===== src/rtl/ro_meas_pkg.sv =====
// Shared types and default widths for the ring-oscillator measurement controller.
package ro_meas_pkg;

  localparam int RO_MEAS_WIN_W       = 16;
  localparam int RO_MEAS_CNT_W       = 16;
  localparam int RO_MEAS_SYNC_STAGES = 2;

  typedef enum logic [2:0] {
    IDLE,
    SETTLE,
    MEASURE,
    DRAIN,
    DONE
  } ro_meas_state_t;

endpackage


===== src/rtl/ro_edge_sync.sv =====
// Synchronizes an asynchronous oscillator tap and emits a one-cycle pulse per rising edge.
// rst_n is active-high and synchronous, matching the controller that owns this block.
module ro_edge_sync
  import ro_meas_pkg::*;
#(
  parameter int STAGES = RO_MEAS_SYNC_STAGES
) (
  input  logic clk,
  input  logic rst_n,
  input  logic async_i,
  output logic edge_o
);

  logic [STAGES-1:0] sync_q;
  logic              dly_q;

  always_ff @(posedge clk) begin
    if (rst_n) begin
      sync_q <= '0;
      dly_q  <= 1'b0;
    end else begin
      // NOTE: non-blocking so each flop captures its predecessor's pre-edge value.
      sync_q <= {sync_q[STAGES-2:0], async_i};
      dly_q  <= sync_q[STAGES-1];
    end
  end

  assign edge_o = sync_q[STAGES-1] & ~dly_q;

endmodule


===== src/rtl/ro_meas_ctrl.sv =====
// Sequences one ring-oscillator frequency measurement per start: settle, count edges
// over a programmable window, then report a saturating count.
module ro_meas_ctrl
  import ro_meas_pkg::*;
#(
  parameter int WIN_W      = RO_MEAS_WIN_W,
  parameter int CNT_W      = RO_MEAS_CNT_W,
  parameter int SETTLE_CYC = 8
) (
  input  logic             clk,
  input  logic             rst_n,
  input  logic             start,
  input  logic             abort,
  input  logic [WIN_W-1:0] win_len,
  input  logic             ro_out,
  output logic             ro_activate,
  output logic             busy,
  output logic             count_valid,
  output logic [CNT_W-1:0] count,
  output logic             overflow
);

  localparam logic [WIN_W-1:0] SETTLE_LAST = WIN_W'(SETTLE_CYC - 1);

  ro_meas_state_t   state_q, state_d;
  logic [WIN_W-1:0] timer_q, timer_d;
  logic [WIN_W-1:0] win_q, win_d;
  logic [CNT_W-1:0] count_q, count_d;
  logic             ovf_q, ovf_d;
  logic             act_q, busy_q, valid_q;
  logic             ro_edge;

  ro_edge_sync u_sync (
    .clk     (clk),
    .rst_n   (rst_n),
    .async_i (ro_out),
    .edge_o  (ro_edge)
  );

  always_comb begin
    // NOTE: every target gets a default first so no path can infer a latch.
    state_d = state_q;
    timer_d = timer_q;
    win_d   = win_q;
    count_d = count_q;
    ovf_d   = ovf_q;
    case (state_q)
      IDLE: begin
        if (start && !abort) begin
          state_d = SETTLE;
          win_d   = win_len;
          timer_d = '0;
          count_d = '0;
          ovf_d   = 1'b0;
        end
      end
      SETTLE: begin
        if (timer_q == SETTLE_LAST) begin
          timer_d = '0;
          state_d = (win_q == '0) ? DRAIN : MEASURE;
        end else begin
          timer_d = timer_q + WIN_W'(1);
        end
      end
      MEASURE: begin
        // Saturation is tested before incrementing so the count never wraps.
        if (ro_edge) begin
          if (&count_q) ovf_d   = 1'b1;
          else          count_d = count_q + CNT_W'(1);
        end
        if (timer_q == win_q - WIN_W'(1)) state_d = DRAIN;
        else                              timer_d = timer_q + WIN_W'(1);
      end
      DRAIN:   state_d = DONE;
      DONE:    state_d = IDLE;
      default: state_d = IDLE;
    endcase
    // Abort freezes the partial result and drops straight back to IDLE.
    if (abort && state_q != IDLE) begin
      state_d = IDLE;
      count_d = count_q;
      ovf_d   = ovf_q;
    end
  end

  always_ff @(posedge clk) begin
    if (rst_n) begin
      state_q <= IDLE;
      timer_q <= '0;
      win_q   <= '0;
      count_q <= '0;
      ovf_q   <= 1'b0;
      act_q   <= 1'b0;
      busy_q  <= 1'b0;
      valid_q <= 1'b0;
    end else begin
      state_q <= state_d;
      timer_q <= timer_d;
      win_q   <= win_d;
      count_q <= count_d;
      ovf_q   <= ovf_d;
      act_q   <= (state_d == SETTLE) || (state_d == MEASURE);
      busy_q  <= (state_d == SETTLE) || (state_d == MEASURE) || (state_d == DRAIN);
      valid_q <= (state_d == DONE);
    end
  end

  assign ro_activate = act_q;
  assign busy        = busy_q;
  assign count_valid = valid_q;
  assign count       = count_q;
  assign overflow    = ovf_q;

endmodule


===== config.mk =====
export PLATFORM = sky130hd
export DESIGN_NAME = ro_meas_ctrl
export DESIGN_NICKNAME = d
export VERILOG_FILES = /design/src/rtl/ro_meas_pkg.sv /design/src/rtl/ro_edge_sync.sv /design/src/rtl/ro_meas_ctrl.sv
export SDC_FILE = /design/constraint.sdc
export NUM_CORES = 1
export LEC_CHECK = 0
export ABC_AREA = 1
export BUFFER_PORTS_ARGS = -buffer_cell sky130_fd_sc_hd__buf_2
export CAP_MARGIN = 0
export CELL_PAD_IN_SITES_DETAIL_PLACEMENT = 1
export CELL_PAD_IN_SITES_GLOBAL_PLACEMENT = 2
export CORE_ASPECT_RATIO = 0.8
export CORE_UTILIZATION = 34
export CTS_CLUSTER_DIAMETER = 100
export DETAILED_ROUTE_END_ITERATION = 12
export PLACE_DENSITY_LB_ADDON = 0.1
export REMOVE_ABC_BUFFERS = 1
export SYNTH_ARGS = -nofsm -noshare
export SYNTH_HDL_FRONTEND = slang
export SYNTH_SLANG_ARGS = --single-unit

===== constraint.sdc =====
create_clock -name clk -period 4.05 [get_ports clk]
set_input_delay 0.2025 -clock clk [delete_from_list [all_inputs] [get_ports clk]]
set_output_delay 0.2025 -clock clk [all_outputs]
set_load 0.005 [all_outputs]

==> impl_metrics.csv, run 1 <==
group,metric,value,unit
status,status,"finished clean",
placed_design,placement.io_buffers,40,
cts,cts_hold_buf,0,
setup_path,cp.arrival,2.67,ns
cts,cts.clk_slew.worst_paths,0.05,ns
cts,cts_setup_buffers,0,
global_route,grt_pass1_wl,18.5,mm
layout,area_delta_synth_final,17.0,%
synthesis,yosysMostFrequentCell,"nand2_1",
timing,fmax,403,MHz
timing,fin_setup_tns,0,ns
setup_path,worstPathCellList,"inv_2, ha_1, nand2_1, nor2_2, nand2_1, nand2_1, nand3_1, nand2_1, nor2_1, nand2_2, nor2_2, nor2_4, nand2_1, o21ai_2, nor2_1",
job,drv_cap,0,
detailed_routing,vias,3573,
floorplanning,dieArea,10900,um^2
power_and_ir_drop,p_per_area,410,nW/um^2
synthesis,ys_top_cells_by_count,"nand2_1, nor2_1, dfxtp_1, inv_1, a21oi_1",
detailed_routing,drc,0,
floorplanning,die_y,93.4,um
setup_path,crit_slowest_cell,"nor2_4",
power_and_ir_drop,vdd_ir_drop_max,207,uV
global_route,grt_usage,22.3,%
setup_path,endpoint_kind,"register",
cts,clk_path_buf_depth,2,
detailed_routing,viasPerCell,4.91,
layout,area.sequential,1160,um^2
detailed_routing,ant_nets,0,
layout,insertedDiodeCount,0,
layout,multi_input_area,2080,um^2
timing,slew_headroom,60.8,%
timing,rsz0062_at_grt,"false",
synthesis,netlist_area,3550,um^2
layout,drive_gt1_share,17.4,%
timing,finClkSkew,0.00628,ns
placed_design,gp_congestion,0.812,
setup_path,critical_path_class,"register to register",
global_route,grt_pass1_vias,3635,
synthesis,synth_area_leaders,"dfxtp_1, nand2_1, nor2_1",
detailed_routing,drt_iter0_drc,166,
synthesis,synth_top_area_cell,"dfxtp_1",
cts,cts_buffers,9,
cts,clk_latency,0.32,ns
synthesis,yosysTopAreaCellShare,32.7,%
setup_path,crit_family,"simple AND/OR/NAND/NOR gates",
synthesis,synth_seq_cells,58,
timing,finalSetupViolCount,0,
synthesis,synthDistinctLibCells,33,
timing,finalCriticalPeriod,2.48,ns
cts,cts_resized,0,
floorplanning,design.portCount,41,
setup_path,critPathMaxStageDelay,0.45,ns
synthesis,synth_edf_count,0,
synthesis,syn_inst,551,
cts,cts_sinks,58,
timing,tightest_slew,0.588,ns
layout,nets,611,
floorplanning,start_util,35.9,%
synthesis,synthFlopType,"dfxtp_1",
global_route,antenna_found_initial,0,
power_and_ir_drop,p_leak,0.00175,uW
setup_path,cpMostUsedCell,"nand2_1",
floorplanning,dieWidth,116,um
cts,cts_tree,"yes",
synthesis,yosysSeqAreaShare,32.7,%
global_route,grt_max_degree,31,
global_route,grt.overflow.total,0,
setup_path,cp-start-kind,"register",
timing,fin_crit_sh,61.2,%
synthesis,postSynthAreaPerCell,6.44,um^2
floorplanning,rows,32,
setup_path,cp_num_buf_inv,1,
cts,htreeDepth,3,
placed_design,hpwl,8.53,mm
timing,hold_viol_final,0,
floorplanning,core_area,9890,um^2
synthesis,synth-warning-count,0,
synthesis,async_flop_share,0,%
detailed_routing,dr.pass1.iters,4,
detailed_routing,drt_wl_total,11.0,mm
cts,cts-root-buf,"clkbuf_16",
detailed_routing,wl_per_cell,15.2,um
power_and_ir_drop,p_total,1700,uW
timing,slew_viol_final,0,
layout,nFillCells,1353,
hold_path,hp-class,"input port to register",
setup_path,crit_fanout,19,
setup_path,worstPathRequired,4.24,ns
==> worst register-to-register path: stages (launching register included) <==
cell and delay [ns]:
dfxtp_1 0.33, inv_2 0.10, ha_1 0.25, nand2_1 0.15, nor2_2 0.22, nand2_1 0.11, nand2_1 0.07, nand3_1 0.07
nand2_1 0.07, nor2_1 0.05, nand2_2 0.14, nor2_2 0.08, nor2_4 0.45, nand2_1 0.14, o21ai_2 0.08, nor2_1 0.05
==> cell usage in the layout, fill, tap and decap left out, types with 4 or more instances in the layout <==
cell / count
nor2_1: 76
buf_2: 40
o21ai_0: 29
inv_1: 58
clkbuf_16: 9
nor2_2: 13
a21oi_1: 35
a21oi_2: 9
nor3_1: 11
nand4_1: 8
dfxtp_1: 58
nand2_1: 137
nor2_4: 4
xnor2_1: 8
xor2_1: 14
nor4_1: 4
nand3_1: 34
nand2_2: 16
==> path summary, 6_finish.rpt <==
| check | from | to | slack, ns | cells past startpoint |
|---|---|---|---|---|
| min | ro_out | u_sync.sync_q[0]$_SDFF_PP0_ | 0.08 | 3 |
| max | win_q[0]$_SDFFE_PP0P_ | timer_q[15]$_SDFFE_PP0P_ | 1.57 | 15 |
| max reg2reg | win_q[0]$_SDFFE_PP0P_ | timer_q[15]$_SDFFE_PP0P_ | 1.57 | 15 |
| min reg2reg | u_sync.sync_q[0]$_SDFF_PP0_ | u_sync.sync_q[1]$_SDFF_PP0_ | 0.41 | 2 |
==> logic make-up after synthesis <==
group                    after synthesis  synth area share, %
adder cells (fa/ha/maj)                3                 1.06
AO/OA/AOI/OAI                         83                 13.5
AND/OR/NAND/NOR                      309                 38.7
XOR/XNOR                              22                 5.43
flip-flops                            58                 32.7
buffers and inverters                 76                 8.57
==> through the flow <==
stage	instances	setup WS [ns]	hold WS (ns)	instance area, um^2	util (%)
2_1_floorplan	535	2.07	0.265	3470	-
3_3_place_gp	712	1.63	0.393	3850	38.9
3_5_place_dp	712	1.59	0.409	3850	38.9
4_1_cts	727	1.53	0.0812	4150	42.0
5_1_grt	727	1.26	0.0797	4150	42.0
6_report	727	1.57	0.0842	4150	42.0
==> cell type report <==
type                            instances  area share [%]
Clock inverter                          2           0.843
Sequential cell                        58            28.0
Timing Repair Buffer                   41            5.00
Tap cell                              136            4.10
Multi-Input combinational cell        417            50.2
Inverter                               60            5.42
Clock buffer                           13            6.51
==> flip-flops by register name (all words and copies together), names as in the netlist <==
name and count:
timer_q 16, u_sync.sync_q 2, overflow 1, busy 1
count 16, count_valid 1, u_sync.dly_q 1, state_q 3
ro_activate 1, win_q 16
==> metal layers <==
metal	routed length (um)	track usage (%)
met1	5670	32.1
met2	4850	34.1
met3	458	4.08
met4	61	5.56
met5	0	0
==> where the power goes <==
part	internal (uW)	leakage [uW]	switching (uW)	total (uW)
clock network	522	0.000152	260	781
logic	95.0	0.00112	198	293
registers	595	0.000473	31.8	627
total	1210	0.00175	489	1700
No activity file was read; power rests on OpenSTA's default activity.
==> run 2: changes to the inputs <==
ABC_AREA = 0   (was 1)
CORE_UTILIZATION = 31   (was 34)
clock period = 2.15 ns   (was 4.05 ns; I/O delays follow)
==> impl_metrics.csv, run 2 <==
group,metric,value,unit
synthesis,synthDistinctLibCells,56,
power_and_ir_drop,p_leak,0.00192,uW
synthesis,synthMuxAreaShare,1.65,%
synthesis,synthXorXnorAreaFrac,9.02,%
floorplanning,core_area,9690,um^2
floorplanning,start_util,32.1,%
global_route,antenna_found_initial,0,
global_route,grt_pass1_vias,3225,
layout,nets,531,
timing,fmax,358,MHz
power_and_ir_drop,p_int,2340,uW
layout,final_core_util,46.9,%
setup_path,cp.arrival,3.07,ns
power_and_ir_drop,p_total,3130,uW
synthesis,yosysMostFrequentCell,"dfxtp_1",
status,status,"finished with violations",
synthesis,async_flop_share,0,%
synthesis,synthFlopType,"dfxtp_1",
synthesis,synth_top_area_cell,"dfxtp_1",
synthesis,synth_seq_cells,58,
power_and_ir_drop,sequentialPowerShare,35.9,%
cts,cts_tree,"yes",
cts,cts_sinks,58,
detailed_routing,drc,0,
setup_path,cpMostUsedCell,"or4_4",
cts,cts-root-buf,"clkbuf_16",
layout,layout_commonest_cell,"buf_4",
cts,clk_path_buf_depth,2,
timing,tightest_slew,0.587,ns
floorplanning,dieWidth,114,um
timing,hold_viol_final,0,
placed_design,hpwl,7.28,mm
timing,slew_viol_final,0,
synthesis,ys_top_cells_by_count,"dfxtp_1, nand2_1, nor2_1",
synthesis,synth-adder-area-share,1.21,%
detailed_routing,wl_per_cell,14.9,um
detailed_routing,dr.pass1.iters,4,
setup_path,worstPathRequired,2.43,ns
setup_path,critPathMaxStageDelay,0.53,ns
setup_path,critical_path_class,"register to register",
detailed_routing,viasPerCell,4.94,
layout,insertedDiodeCount,0,
timing,rsz0062_at_grt,"true",
global_route,grt.overflow.total,0,
synthesis,yosysSeqAreaShare,37.4,%
layout,drive_gt1_share,34.0,%
timing,fin_crit_sh,130,%
job,drv_cap,0,
setup_path,worstPathCellList,"or4_4, or4_4, o41ai_4, o21ai_4, or3_4, a2111oi_4, or2_1",
synthesis,synth_top_family_by_area,"simple AND/OR/NAND/NOR gates",
timing,finalCriticalPeriod,2.80,ns
detailed_routing,ant_nets,0,
setup_path,endpoint_kind,"register",
status,violations,"setup timing",
power_and_ir_drop,p_per_area,688,nW/um^2
power_and_ir_drop,switching_power,790,uW
floorplanning,design.portCount,41,
synthesis,yosysTopAreaCellShare,37.4,%
placed_design,placed_area,4000,um^2
detailed_routing,drt_wl_total,9.64,mm
synthesis,synth_compound_area_share,15.4,%
global_route,grt_max_degree,20,
detailed_routing,drt_iter0_drc,94,
detailed_routing,vias,3199,
cts,clk_latency,0.33,ns
cts,cts_buffers,9,
layout,area_delta_synth_final,46.3,%
layout,multi_input_area,1980,um^2
layout,nFillCells,1185,
cts,cts.clk_slew.worst_paths,0.05,ns
setup_path,crit_slowest_cell,"or4_4",
layout,mostFrequentLayoutCells,"buf_4, nand2_1, dfxtp_1, buf_2, nor2_1",
floorplanning,die_y,91.5,um
global_route,grt_usage,20.1,%
global_route,grt_pass1_wl,16.2,mm
cts,htreeDepth,3,
synthesis,synthSimpleGateAreaFrac,31.9,%
timing,finalSetupViolCount,19,
layout,fin_area,4540,um^2
placed_design,placement.io_buffers,40,
timing,finClkSkew,0.00624,ns
synthesis,synth-warning-count,0,
layout,area.sequential,1160,um^2
floorplanning,dieArea,10400,um^2
setup_path,crit_fanout,4,
floorplanning,rows,32,
synthesis,syn_inst,383,
setup_path,cp-start-kind,"register",
timing,fin_setup_tns,-10.53,ns
synthesis,synth_area_leaders,"dfxtp_1, nand2_1, xor2_1",
power_and_ir_drop,p_comb_share,17.1,%
power_and_ir_drop,vdd_ir_drop_max,331,uV
synthesis,synth_edf_count,0,
timing,fin_ws,-0.646,ns
placed_design,gp_congestion,0.786,
power_and_ir_drop,sw_frac_of_total,25.3,%
synthesis,netlist_area,3110,um^2
synthesis,postSynthAreaPerCell,8.11,um^2
power_and_ir_drop,pwr-share-clk,47.0,%
hold_path,hp-class,"input port to register",
timing,slew_headroom,60.9,%
==> run 2: worst paths after layout <==
kind                                from                           to  slack, ns  cells past startpoint
max reg2reg        win_q[3]$_SDFFE_PP0P_              busy$_SDFF_PP0_      -0.65                      7
min reg2reg  u_sync.sync_q[0]$_SDFF_PP0_  u_sync.sync_q[1]$_SDFF_PP0_       0.45                      1
min                           win_len[2]        win_q[2]$_SDFFE_PP0P_       0.02                      3
max                win_q[3]$_SDFFE_PP0P_              busy$_SDFF_PP0_      -0.65                      7
==> run 2: power groups by stage <==
stage | Clock (uW) | Combinational, uW | Sequential, uW
after floorplan | 0 | 233 | 1150
after global placement | 0 | 448 | 1140
after detailed placement | 0 | 457 | 1150
after CTS | 1510 | 520 | 1120
after global routing | 1560 | 589 | 1130
final | 1470 | 534 | 1120
==> run 2: final cells by class <==
class / instances / share of cell area [%]
clock buffer: 12 / 5.65
clock inverter: 4 / 1.10
inverter: 6 / 0.496
multi-input combinational: 303 / 43.5
sequential: 58 / 25.6
tap: 136 / 3.75
timing repair buffer: 129 / 19.9
==> run 2: through the flow <==
step,setup WS (ns),hold slack [ns],std cells
after floorplan,-0.555,0.177,366
after global placement,-0.732,0.327,620
after detailed placement,-0.805,0.331,620
after CTS,-0.647,0.00183,646
after global routing,-0.752,0.0164,648
final,-0.646,0.0165,648
==> run 2: per-layer routing <==
layer | global-route usage [%] | up-vias | share of wire, %
met3 | 4.81 | 7 | 2.6
met5 | 0 | - | 0
li1 | - | 1626 | -
met4 | 5.52 | 0 | 1.0
met2 | 30.4 | 38 | 44
met1 | 28.4 | 1528 | 53
==> run 2: cells by family (layout without fill, tap and decap cells) <==
kind of cell,Yosys count,count (layout)
buffers and inverters,23,151
adder cells (fa/ha/maj),3,3
AO/OA/AOI/OAI,72,73
flip-flops,58,58
XOR/XNOR,32,32
AND/OR/NAND/NOR,190,190
multiplexers,5,5
==> run 2: critical path, delay by kind of cell, from the launching register on <==
| kind | cells | cell delay, ns |
|---|---|---|
| simple gates | 4 | 1.59 |
| compound gates | 3 | 0.84 |
| flops | 1 | 0.31 |
==> run 2: timing repair <==
item | in CTS | in global routing
hold endpoints to repair | 1 | 0
setup endpoints to repair | 21 | 28
cloned | 1 | 0
buffers inserted | 9 | 2
pin swaps | 11 | 13
resized for setup | 18 | 20
hold buffers | 1 | 0
